**src/rtl/video_ddr_pkg.sv**
```systemverilog
// Shared helpers for the video/DDR path: lane geometry and request-queue sizing.
// The capture and read-out sides must agree on lane placement.
package video_ddr_pkg;
  localparam int PEND_W = 2;

  function automatic int lanes_of(input int w);
    return w / 32;
  endfunction

  // First pixel of a word lands in the most significant 32-bit lane.
  function automatic int lane_off(input int w, input int k);
    return w - 32 * (k + 1);
  endfunction
endpackage

```
**src/rtl/video_pixel_packer.sv**
```systemverilog
// Packs 24-bit pixels into W-bit words and issues the registered FIFO write strobe.
// A full word is written when its last lane is captured; line end flushes a partial word.
module video_pixel_packer
  import video_ddr_pkg::*;
#(
  parameter int W = 128
) (
  input  logic         clk,
  input  logic         rst_n,
  input  logic         clr_i,
  input  logic         pix_vld_i,
  input  logic         line_end_i,
  input  logic         fifo_full_i,
  input  logic [23:0]  pix_i,
  output logic [W-1:0] fifo_data_o,
  output logic         fifo_wr_en_o,
  output logic         drop_o
);
  localparam int LANES = lanes_of(W);
  localparam int LCW   = (LANES > 1) ? $clog2(LANES) : 1;

  logic [LCW-1:0] lane_cnt_q, lane_cnt_d;
  logic [W-1:0]   pack_q, pack_d, data_q, data_d, wr_word;
  logic           wr_q, wr_d, wr_req;

  always_comb begin
    lane_cnt_d = lane_cnt_q;
    pack_d     = pack_q;
    wr_word    = pack_q;
    wr_req     = 1'b0;
    if (clr_i) begin
      lane_cnt_d = '0;
      pack_d     = '0;
    end else if (pix_vld_i) begin
      wr_word[lane_off(W, int'(lane_cnt_q)) +: 32] = {8'h00, pix_i};
      if (lane_cnt_q == LCW'(LANES - 1)) begin
        wr_req     = 1'b1;
        lane_cnt_d = '0;
        pack_d     = '0;
      end else begin
        lane_cnt_d = lane_cnt_q + LCW'(1);
        pack_d     = wr_word;
      end
    end else if (line_end_i && lane_cnt_q != '0) begin
      // pack register is zeroed after every write, so unfilled lanes are already 0
      wr_req     = 1'b1;
      lane_cnt_d = '0;
      pack_d     = '0;
    end
    wr_d   = wr_req & ~fifo_full_i;
    drop_o = wr_req & fifo_full_i;
    data_d = wr_d ? wr_word : data_q;
  end

  always_ff @(posedge clk or negedge rst_n) begin
    if (!rst_n) begin
      lane_cnt_q <= '0;
      pack_q     <= '0;
      data_q     <= '0;
      wr_q       <= 1'b0;
    end else begin
      lane_cnt_q <= lane_cnt_d;
      pack_q     <= pack_d;
      data_q     <= data_d;
      wr_q       <= wr_d;
    end
  end

  assign fifo_data_o  = data_q;
  assign fifo_wr_en_o = wr_q;
endmodule

```
**src/rtl/video_to_fifo_ctrl.sv**
```systemverilog
// Video capture front end: frame/line tracking, pixel packing into the write FIFO,
// and a small saturating queue of per-line AXI burst requests.
module video_to_fifo_ctrl
  import video_ddr_pkg::*;
#(
  parameter int H_DISP          = 1920,
  parameter int V_DISP          = 1080,
  parameter int AXI4_DATA_WIDTH = 128
) (
  input  logic                       video_clk,
  input  logic                       video_rst_n,
  input  logic                       video_vs_in,
  input  logic                       video_de_in,
  input  logic [23:0]                video_data_in,
  output logic [AXI4_DATA_WIDTH-1:0] fifo_data_out,
  output logic                       fifo_wr_en,
  input  logic                       fifo_full,
  output logic                       AXI_FULL_BURST_VALID,
  input  logic                       AXI_FULL_BURST_READY,
  output logic                       frame_start,
  output logic                       frame_done,
  output logic                       fifo_overflow,
  output logic                       req_overflow
);
  localparam int LANES = lanes_of(AXI4_DATA_WIDTH);
  localparam int LW    = $clog2(V_DISP + 1);
  localparam logic [LW-1:0] VD = LW'(V_DISP);

  if ((H_DISP % LANES) != 0) begin : g_hdisp_chk
    $error("H_DISP must be a multiple of LANES");
  end

  logic              vs_q, de_q, armed_q;
  logic              frame_start_q, frame_done_q, fifo_ovf_q, req_ovf_q;
  logic [LW-1:0]     line_cnt_q;
  logic [PEND_W-1:0] pend_q;
  logic              fs, active, pix_vld, line_end, hs, drop;

  assign fs       = video_vs_in & ~vs_q;
  // frame start wins over any pixel or line end sampled on the same edge
  assign active   = armed_q & (line_cnt_q < VD) & ~fs;
  assign pix_vld  = active & video_de_in;
  assign line_end = active & ~video_de_in & de_q;
  assign hs       = (pend_q != '0) & AXI_FULL_BURST_READY;

  video_pixel_packer #(.W(AXI4_DATA_WIDTH)) u_packer (
    .clk         (video_clk),
    .rst_n       (video_rst_n),
    .clr_i       (fs),
    .pix_vld_i   (pix_vld),
    .line_end_i  (line_end),
    .fifo_full_i (fifo_full),
    .pix_i       (video_data_in),
    .fifo_data_o (fifo_data_out),
    .fifo_wr_en_o(fifo_wr_en),
    .drop_o      (drop)
  );

  always_ff @(posedge video_clk or negedge video_rst_n) begin
    if (!video_rst_n) begin
      vs_q          <= 1'b0;
      de_q          <= 1'b0;
      armed_q       <= 1'b0;
      frame_start_q <= 1'b0;
      frame_done_q  <= 1'b0;
      fifo_ovf_q    <= 1'b0;
      req_ovf_q     <= 1'b0;
      line_cnt_q    <= '0;
      pend_q        <= '0;
    end else begin
      vs_q          <= video_vs_in;
      de_q          <= video_de_in;
      frame_start_q <= fs;
      frame_done_q  <= line_end & ((line_cnt_q + LW'(1)) == VD);
      if (fs) armed_q <= 1'b1;

      if (fs)            line_cnt_q <= '0;
      else if (line_end) line_cnt_q <= line_cnt_q + LW'(1);

      if (line_end && !hs && pend_q != '1) pend_q <= pend_q + PEND_W'(1);
      else if (!line_end && hs)            pend_q <= pend_q - PEND_W'(1);

      if (fs)                                 req_ovf_q <= 1'b0;
      else if (line_end && !hs && pend_q == '1) req_ovf_q <= 1'b1;

      if (fs)        fifo_ovf_q <= 1'b0;
      else if (drop) fifo_ovf_q <= 1'b1;
    end
  end

  assign AXI_FULL_BURST_VALID = (pend_q != '0);
  assign frame_start          = frame_start_q;
  assign frame_done           = frame_done_q;
  assign fifo_overflow        = fifo_ovf_q;
  assign req_overflow         = req_ovf_q;
endmodule

```
**config.mk**
```make
export PLATFORM = sky130hd
export DESIGN_NAME = video_to_fifo_ctrl
export DESIGN_NICKNAME = d
export VERILOG_FILES = /design/src/rtl/video_ddr_pkg.sv /design/src/rtl/video_pixel_packer.sv /design/src/rtl/video_to_fifo_ctrl.sv
export SDC_FILE = /design/constraint.sdc
export NUM_CORES = 1
export LEC_CHECK = 0
export ABC_AREA = 0
export CORE_ASPECT_RATIO = 1.75
export CORE_UTILIZATION = 50
export CTS_BUF_LIST = sky130_fd_sc_hd__clkbuf_4 sky130_fd_sc_hd__clkbuf_8
export CTS_CLUSTER_SIZE = 14
export DETAILED_ROUTE_END_ITERATION = 12
export PLACE_DENSITY = 0.74
export SYNTH_ARGS = -nofsm -noshare
export SYNTH_HDL_FRONTEND = slang
export SYNTH_SLANG_ARGS = --single-unit
```
**constraint.sdc**
```tcl
create_clock -name video_clk -period 6 [get_ports video_clk]
set_input_delay 1.2 -clock video_clk [delete_from_list [all_inputs] [get_ports video_clk]]
set_output_delay 1.2 -clock video_clk [all_outputs]
set_load 0.03 [all_outputs]
```
==> reports/results.txt, run 1 <==
The power per unit of standard cell area is 357 nW/um2, and the non-filler instance count after layout is 1474. The floorplan step defined a core boundary enclosing 22700 um2. The number of hold violations in the final report came out at 0. The number of instances in the placed design was 1407; the mean number of vias per cell was 5.76. The run gives 255 MHz as the highest clock frequency the design can meet. The critical path is of the input port to flip-flop type.

After detailed routing, the average wire length per cell comes to 19.7 um. The fraction of layout cells with a size suffix above 1 was 0.0818; the total vias in the final route was 8492. The final critical-path share of the clock period was 0.655.

For the effective utilization at floorplan, the log shows 0.508. The tools report the maximum number of pins on one net before global-route repair as 121. In this run the cell area of the synthesized design comes to 11500 um2. The post-synthesis async set-or-reset flop share is 1.00, and the count of flip-flops with a built-in enable after synthesis is 0. Along the worst path, the maximum fanout reaches 70.

In this run the vertical extent of the chip is 203 um. The first global-routing pass estimated 46100 um of wire. The run gives 0.480 ns as the hold slack.

The final period demand of the worst path came out at 3.93 ns. Summed over all cells, the static leakage comes to 6.38 nW. For the portion of the post-synthesis area used by sequential elements, the log shows 0.607. Routability-driven placement finished with a final weighted congestion of 0.839. The most common flop cell mapped by yosys was sky130_fd_sc_hd__dfrtp_1. The tools report the met1 capacity usage during global routing as 0.321. The die is 117 um wide. Setup repair after global routing left no endpoint under its margin. TritonCTS built the clock tree.

The tools report the routing usage on met3 as 0.0296. The run gives 0.254 as the total routing resource utilization after global routing. For this design, the CTS-stage hold fixing added 0 buffers. The clock skew after layout was 0.0301 ns; the clock input transition at the sequential cells of the worst setup and hold paths was 0.06 ns. The run gives 0 as the number of antenna violations at the first check in global routing. met2 is the most crowded layer. From synthesis to final layout, the design area changed by 22.7%.

The global-route met2 utilization is 0.439, and the starting DRC count in detailed routing is 533. The flow ran to the end, and the final reports show no timing, DRC or antenna violations. The number of unique standard cell types used by synthesis came out at 49. The setup TNS is 0 ns, and the area of the die is 23600 um2.

The tools report the I/O pin total as 164. The HPWL reported at the end of detailed placement was 18700 um; the net count after synthesis was 1044. The number of clock buffers added by TritonCTS is 39. Yosys printed 0 warnings. The H-tree was split into 2 levels. After detailed routing, the total wire length is 29000 um. The run gives 279 as the sink count of the clock tree. After clock tree synthesis, the setup repair step added 0 buffers. The per-instance average area after synthesis is 11.4 um2, and the number of optimization iterations in the first detailed-route pass is 5. The data required time at the worst endpoint is 6.39 ns. Transition time at the pin with the least slew margin: 1.05 ns. Summed over all layers, the global routing overflow is 0. Timing analysis after detailed placement gives a worst setup slack of 1.59 ns. Setup violations remaining at the end of the flow were counted as 0. The longest clock path from root to sink contains 3 buffers.

The via count of the first global-routing pass is 8441. The number of nets with antenna violations after detailed routing came out at 0. The path category of the worst min-delay check is flip-flop to flip-flop. The final core area utilization is 0.623, and the number of synthesized register bits is 279. The number of nets at the end of the flow was 1184; the number of diodes was 0. For the placement row count, the log shows 73. After detailed routing, the number of remaining DRC violations is 0. Data arrives at the worst endpoint at 4.32 ns. Setup slack on the critical path of the routed design comes to 2.07 ns. Port buffering added 163 buffers.

After clock tree synthesis, the repair step resized 0 gates. STA classifies the critical path startpoint as an input port. The logs give 0 for the reported max-cap violation count and 0.54 ns for the clock insertion delay at the later pin of the skew report. The final number of max-transition violations is 0.

The tools report the kind of end point of the critical path as a flip-flop. The run gives 371 uV as the worst IR drop on VDD. Root cell of the clock tree: sky130_fd_sc_hd__clkbuf_8.

For the minimum setup slack among reg-to-reg paths, the log shows 2.61 ns. Counting every instance in the synthesized netlist gives 1008. The relative slew slack was 0.303.
[per-layer routing]
metal  up-vias  wire [um]
met5         -          0
met4         0       1040
met3        68       1350
met2       282      15200
met1      4254      11400
li1       3888          -
[flip-flops by register name, summed over array words and instances (netlist names)]
signal / flops
line_cnt_q: 11
req_overflow: 1
u_packer.fifo_data_o: 128
fifo_overflow: 1
de_q: 1
frame_start: 1
vs_q: 1
frame_done: 1
u_packer.pack_q: 128
u_packer.lane_cnt_q: 2
armed_q: 1
pend_q: 2
u_packer.fifo_wr_en_o: 1
[cell families (layout without fill, tap and decap cells)]
| group | Yosys count | count (layout) | synth area share |
|---|---|---|---|
| simple gates | 276 | 276 | 0.118 |
| buf+inv | 93 | 259 | 0.0368 |
| xor+xnor | 4 | 4 | 0.00305 |
| mux | 48 | 48 | 0.0470 |
| fa+ha+maj | 6 | 6 | 0.00653 |
| flops | 279 | 279 | 0.607 |
| compound gates | 302 | 302 | 0.182 |
[area by class of cell]
cell class	instances	area, um2
fill	1910	8550
clock buffer	55	707
sequential	279	6980
tap	300	375
timing repair buffer	179	1770
clock inverter	12	116
multi-input combinational	636	4110
inverter	13	51.3
[layout by cell type, fill, tap and decap left out, types with 15 or more instances in the layout]
| master | n |
|---|---|
| sky130_fd_sc_hd__nand2_1 | 117 |
| sky130_fd_sc_hd__a21oi_1 | 25 |
| sky130_fd_sc_hd__o2bb2ai_1 | 72 |
| sky130_fd_sc_hd__dfrtp_1 | 279 |
| sky130_fd_sc_hd__buf_4 | 15 |
| sky130_fd_sc_hd__clkbuf_8 | 47 |
| sky130_fd_sc_hd__o21ai_0 | 117 |
| sky130_fd_sc_hd__and2_1 | 55 |
| sky130_fd_sc_hd__clkdlybuf4s50_1 | 162 |
| sky130_fd_sc_hd__nand3_1 | 58 |
| sky130_fd_sc_hd__mux2_1 | 48 |
| sky130_fd_sc_hd__a2bb2oi_1 | 45 |
[worst paths after layout]
kind	start	endpoint	depth (start not counted)
min reg2reg	u_packer.pack_q[8]$_DFFE_PN0P_	u_packer.pack_q[8]$_DFFE_PN0P_	1
max	video_vs_in	u_packer.fifo_data_o[53]$_DFFE_PN0P_	7
min in group asynchronous	video_rst_n	u_packer.fifo_data_o[46]$_DFFE_PN0P_	1
min	u_packer.pack_q[8]$_DFFE_PN0P_	u_packer.pack_q[8]$_DFFE_PN0P_	1
max reg2reg	line_cnt_q[6]$_DFFE_PN0P_	u_packer.fifo_data_o[53]$_DFFE_PN0P_	6
max in group asynchronous	video_rst_n	u_packer.pack_q[9]$_DFFE_PN0P_	2
[per-stage QoR]
step,power (mW),cell area (um2)
finish,5.04,14100
global placement,3.50,13300
global route,5.24,14100
detailed placement,3.52,13300
floorplan,2.95,11500
CTS,5.08,14100
[critical path, cell delays in order]
cell and delay (ns):
sky130_fd_sc_hd__clkdlybuf4s50_1 0.42, sky130_fd_sc_hd__nand2b_1 0.50, sky130_fd_sc_hd__nand2b_1 0.27, sky130_fd_sc_hd__or4_2 0.61, sky130_fd_sc_hd__and2_2 0.23, sky130_fd_sc_hd__inv_4 0.58, sky130_fd_sc_hd__mux2_1 0.39
[synth_stat cells, types with 3 or more instances]
cell                        count  area share
sky130_fd_sc_hd__and2_1        56       0.030
sky130_fd_sc_hd__or2_2          4      0.0022
sky130_fd_sc_hd__xnor2_1        4      0.0030
sky130_fd_sc_hd__nand2b_1       5      0.0027
sky130_fd_sc_hd__nand2_1      117       0.038
sky130_fd_sc_hd__dfrtp_1      279        0.61
sky130_fd_sc_hd__a2bb2oi_1     45       0.034
sky130_fd_sc_hd__or4_1          3      0.0020
sky130_fd_sc_hd__buf_1          3     0.00098
sky130_fd_sc_hd__nor2_1        13      0.0042
sky130_fd_sc_hd__o31ai_1        6      0.0039
sky130_fd_sc_hd__buf_2          3      0.0013
sky130_fd_sc_hd__o21ai_1        7      0.0030
sky130_fd_sc_hd__a22o_1         9      0.0069
sky130_fd_sc_hd__ha_1           6      0.0065
sky130_fd_sc_hd__inv_1         11      0.0036
sky130_fd_sc_hd__nand3_1       58       0.025
sky130_fd_sc_hd__clkbuf_1      64       0.021
sky130_fd_sc_hd__a32oi_1        3      0.0023
sky130_fd_sc_hd__nor3_1         5      0.0022
sky130_fd_sc_hd__mux2_1        48       0.047
sky130_fd_sc_hd__nand3b_1       3      0.0020
sky130_fd_sc_hd__a21oi_1       25       0.011
sky130_fd_sc_hd__o311ai_0       6      0.0046
sky130_fd_sc_hd__buf_6          8      0.0078
sky130_fd_sc_hd__o21ai_0      117       0.051
sky130_fd_sc_hd__o2bb2ai_1     72       0.055
[report_power, final]
| group | switching, mW | internal (mW) | total (mW) |
|---|---|---|---|
| Combinational | 0.738 | 0.490 | 1.23 |
| Clock | 0.700 | 0.850 | 1.55 |
| Sequential | 0.167 | 2.09 | 2.26 |
Note: power is estimated with default switching activity, not from simulation.
==> run 2, diff against run 1 <==
Settings changed: PLACE_DENSITY 0.74 to 0.77.
Clock period 6 ns to 3.19 ns, I/O delays scaled along.
==> reports/results.txt, run 2 (synthesized netlist as in run 1, its figures left out) <==
The tool flagged a number of max-cap violations equal to 0. Width of the die: 117 um. Element type at the critical path start: a flip-flop.

The effective utilization at floorplan is 0.508, and the total CTS buffers is 39. The y dimension of the die came out at 203 um. The fraction of layout cells with a size suffix above 1 was 0.0934. Post-CTS timing repair inserted 0 buffers for setup. Setup violations remaining at the end of the flow were counted as 0. The tools report the critical register-to-register path startpoint as line_cnt_q[9]$_DFFE_PN0P_. The number of hold buffers added after CTS was 0.

The area used by multi-input combinational logic was 4110 um2. For the pin with the worst max-slew slack, the measured transition is 0.997 ns. Dividing the detail-routed via count by the number of cells gives 5.84. The kind of end point of the critical path was a flip-flop.

The path category of the worst min-delay check is input port to asynchronous set/reset pin. STA puts the critical path data required time at 3.58 ns. Summed over all cells, the static leakage comes to 6.48 nW. The arrival time of the worst setup path came out at 3.21 ns.

The root cell of the clock tree was sky130_fd_sc_hd__clkbuf_8. The setup check on the worst reg-to-reg path leaves a slack of 0.37 ns. The count of filler cells inserted in the layout is 1881.

Once the clock tree was built, the resizer swapped 0 gates to a different size. The most common library cell in the layout ignoring fill and taps was sky130_fd_sc_hd__dfrtp_1. The total vias in the final route is 8700. The die covers 23600 um2. The non-filler instance count after layout is 1489, and the maximum count of clock buffers along a single path is 3.

Entering global routing, the biggest net connects 81 pins. Power per unit of standard cell area: 659 nW/um2. Starting DRC count in detailed routing: 477. The logs give 0.0209 ns for the clock skew after layout and 0.851 for the routability-driven placement congestion ratio.

In the final timing run, aggregate negative setup slack is 0 ns. The biggest fanout along the worst timing path came out at 15. In this run the standard cell core region covers 22700 um2. For this design, the sink count on the clock tree is 279.

The number of placed instances, taps included, is 1426. For this block, the routed nets add up to 29900 um of wire. The total routing resource utilization after global routing was 0.259. The synthesis-to-layout area growth is 24.2%. The hold slack is 0.109 ns. The logs give 0 for the number of diodes and 8756 for the via count of the first global-routing pass. The number of optimization iterations in the first detailed-route pass is 4, and the number of hold violations in the final report is 0. The final critical-path share of the clock period was 0.885; the total congestion overflow after global routing was 0. The flow ran to the end, and the final reports show no timing, DRC or antenna violations.

I/O pin total: 164. Subtracting the final worst setup slack from the clock period gives 2.82 ns. TritonCTS built the clock tree.

The final core area utilization came out at 0.630. The endpoint identified for the worst register-to-register timing path is u_packer.fifo_data_o[84]$_DFFE_PN0P_. The final number of max-transition violations was 0. The worst-case IR drop observed on VDD is 462 uV. The tools report the clock insertion delay at the later pin of the skew report as 0.53 ns. The HPWL reported at the end of detailed placement was 19500 um; the placement row count was 73. For this run, the top clock speed supported by timing is 354 MHz. After clock tree synthesis, the clock-pin slew on the worst setup and hold paths is 0.07 ns. For the worst flop-to-flop path, the logic depth is 7.

The tools report the first-pass GRT wire length as 47400 um. The register area was 6980 um2. The relative slew slack is 0.336, and the number of nets at the end of the flow is 1203. In the final routed layout, each cell accounts on average for 20.1 um. For the number of antenna violations at the first check in global routing, the log shows 0.

The top cell types in the final layout, fill and taps aside, are sky130_fd_sc_hd__dfrtp_1, sky130_fd_sc_hd__clkdlybuf4s50_1, sky130_fd_sc_hd__nand2_1, sky130_fd_sc_hd__o21ai_0, sky130_fd_sc_hd__o2bb2ai_1. The detail route stage leaves a number of antenna-violating nets equal to 0. The critical path is of the flip-flop to flip-flop type.

Setup repair after global routing left no endpoint under its margin. The number of levels the H-tree was split into was 2; the number of buffer cells added on primary ports was 163. The tools report the detailed-route DRC error count as 0.
-- run 2: stage by stage --
| stage | total power [mW] | instance area [um2] | worst slack [ns] |
|---|---|---|---|
| after CTS | 9.47 | 14300 | 0.391 |
| after global routing | 9.79 | 14300 | 0.256 |
| final | 9.41 | 14300 | 0.368 |
| after floorplan | 5.55 | 11500 | 0.626 |
| after detailed placement | 6.65 | 13500 | 0.192 |
| after global placement | 6.61 | 13500 | 0.213 |
-- run 2: routing by layer --
metal	up-vias	share of wire	global-route usage
met5	-	0	0
met4	0	0.046	0.127
met3	74	0.045	0.0316
met2	303	0.52	0.442
met1	4401	0.39	0.323
li1	3922	-	-
-- run 2: final cells by class --
type,instances,share of cell area
Sequential cell,279,0.489
Clock buffer,56,0.0505
Clock inverter,7,0.00421
Multi-Input combinational cell,636,0.287
Timing Repair Buffer,198,0.139
Inverter,13,0.00359
Tap cell,300,0.0263
-- run 2: worst max-delay path, cell delays in order, from the launching register on --
cell and delay [ns]:
sky130_fd_sc_hd__dfrtp_1 0.47, sky130_fd_sc_hd__o41ai_4 0.51, sky130_fd_sc_hd__nand3_2 0.13, sky130_fd_sc_hd__or4_2 0.63, sky130_fd_sc_hd__and2_2 0.22, sky130_fd_sc_hd__inv_4 0.21, sky130_fd_sc_hd__buf_12 0.19, sky130_fd_sc_hd__mux2_1 0.33
-- run 2: how the worst max path moves through the flow --
stage / start / endpoint / slack (ns) / depth (start not counted)
6_report: line_cnt_q[9]$_DFFE_PN0P_ / u_packer.fifo_data_o[84]$_DFFE_PN0P_ / 0.37 / 7
5_1_grt: line_cnt_q[9]$_DFFE_PN0P_ / u_packer.fifo_data_o[71]$_DFFE_PN0P_ / 0.26 / 7
4_1_cts: line_cnt_q[9]$_DFFE_PN0P_ / u_packer.fifo_data_o[71]$_DFFE_PN0P_ / 0.39 / 7
3_5_place_dp: video_de_in / u_packer.fifo_data_o[84]$_DFFE_PN0P_ / 0.19 / 8
3_3_place_gp: video_de_in / u_packer.fifo_data_o[50]$_DFFE_PN0P_ / 0.21 / 8
2_1_floorplan: video_de_in / u_packer.fifo_data_o[32]$_DFFE_PN0P_ / 0.63 / 10
-- run 2: where the power goes --
group          switching (mW)  internal (mW)
registers               0.310           3.93
logic                    1.40          0.956
clock network            1.29           1.52
total                    3.00           6.41
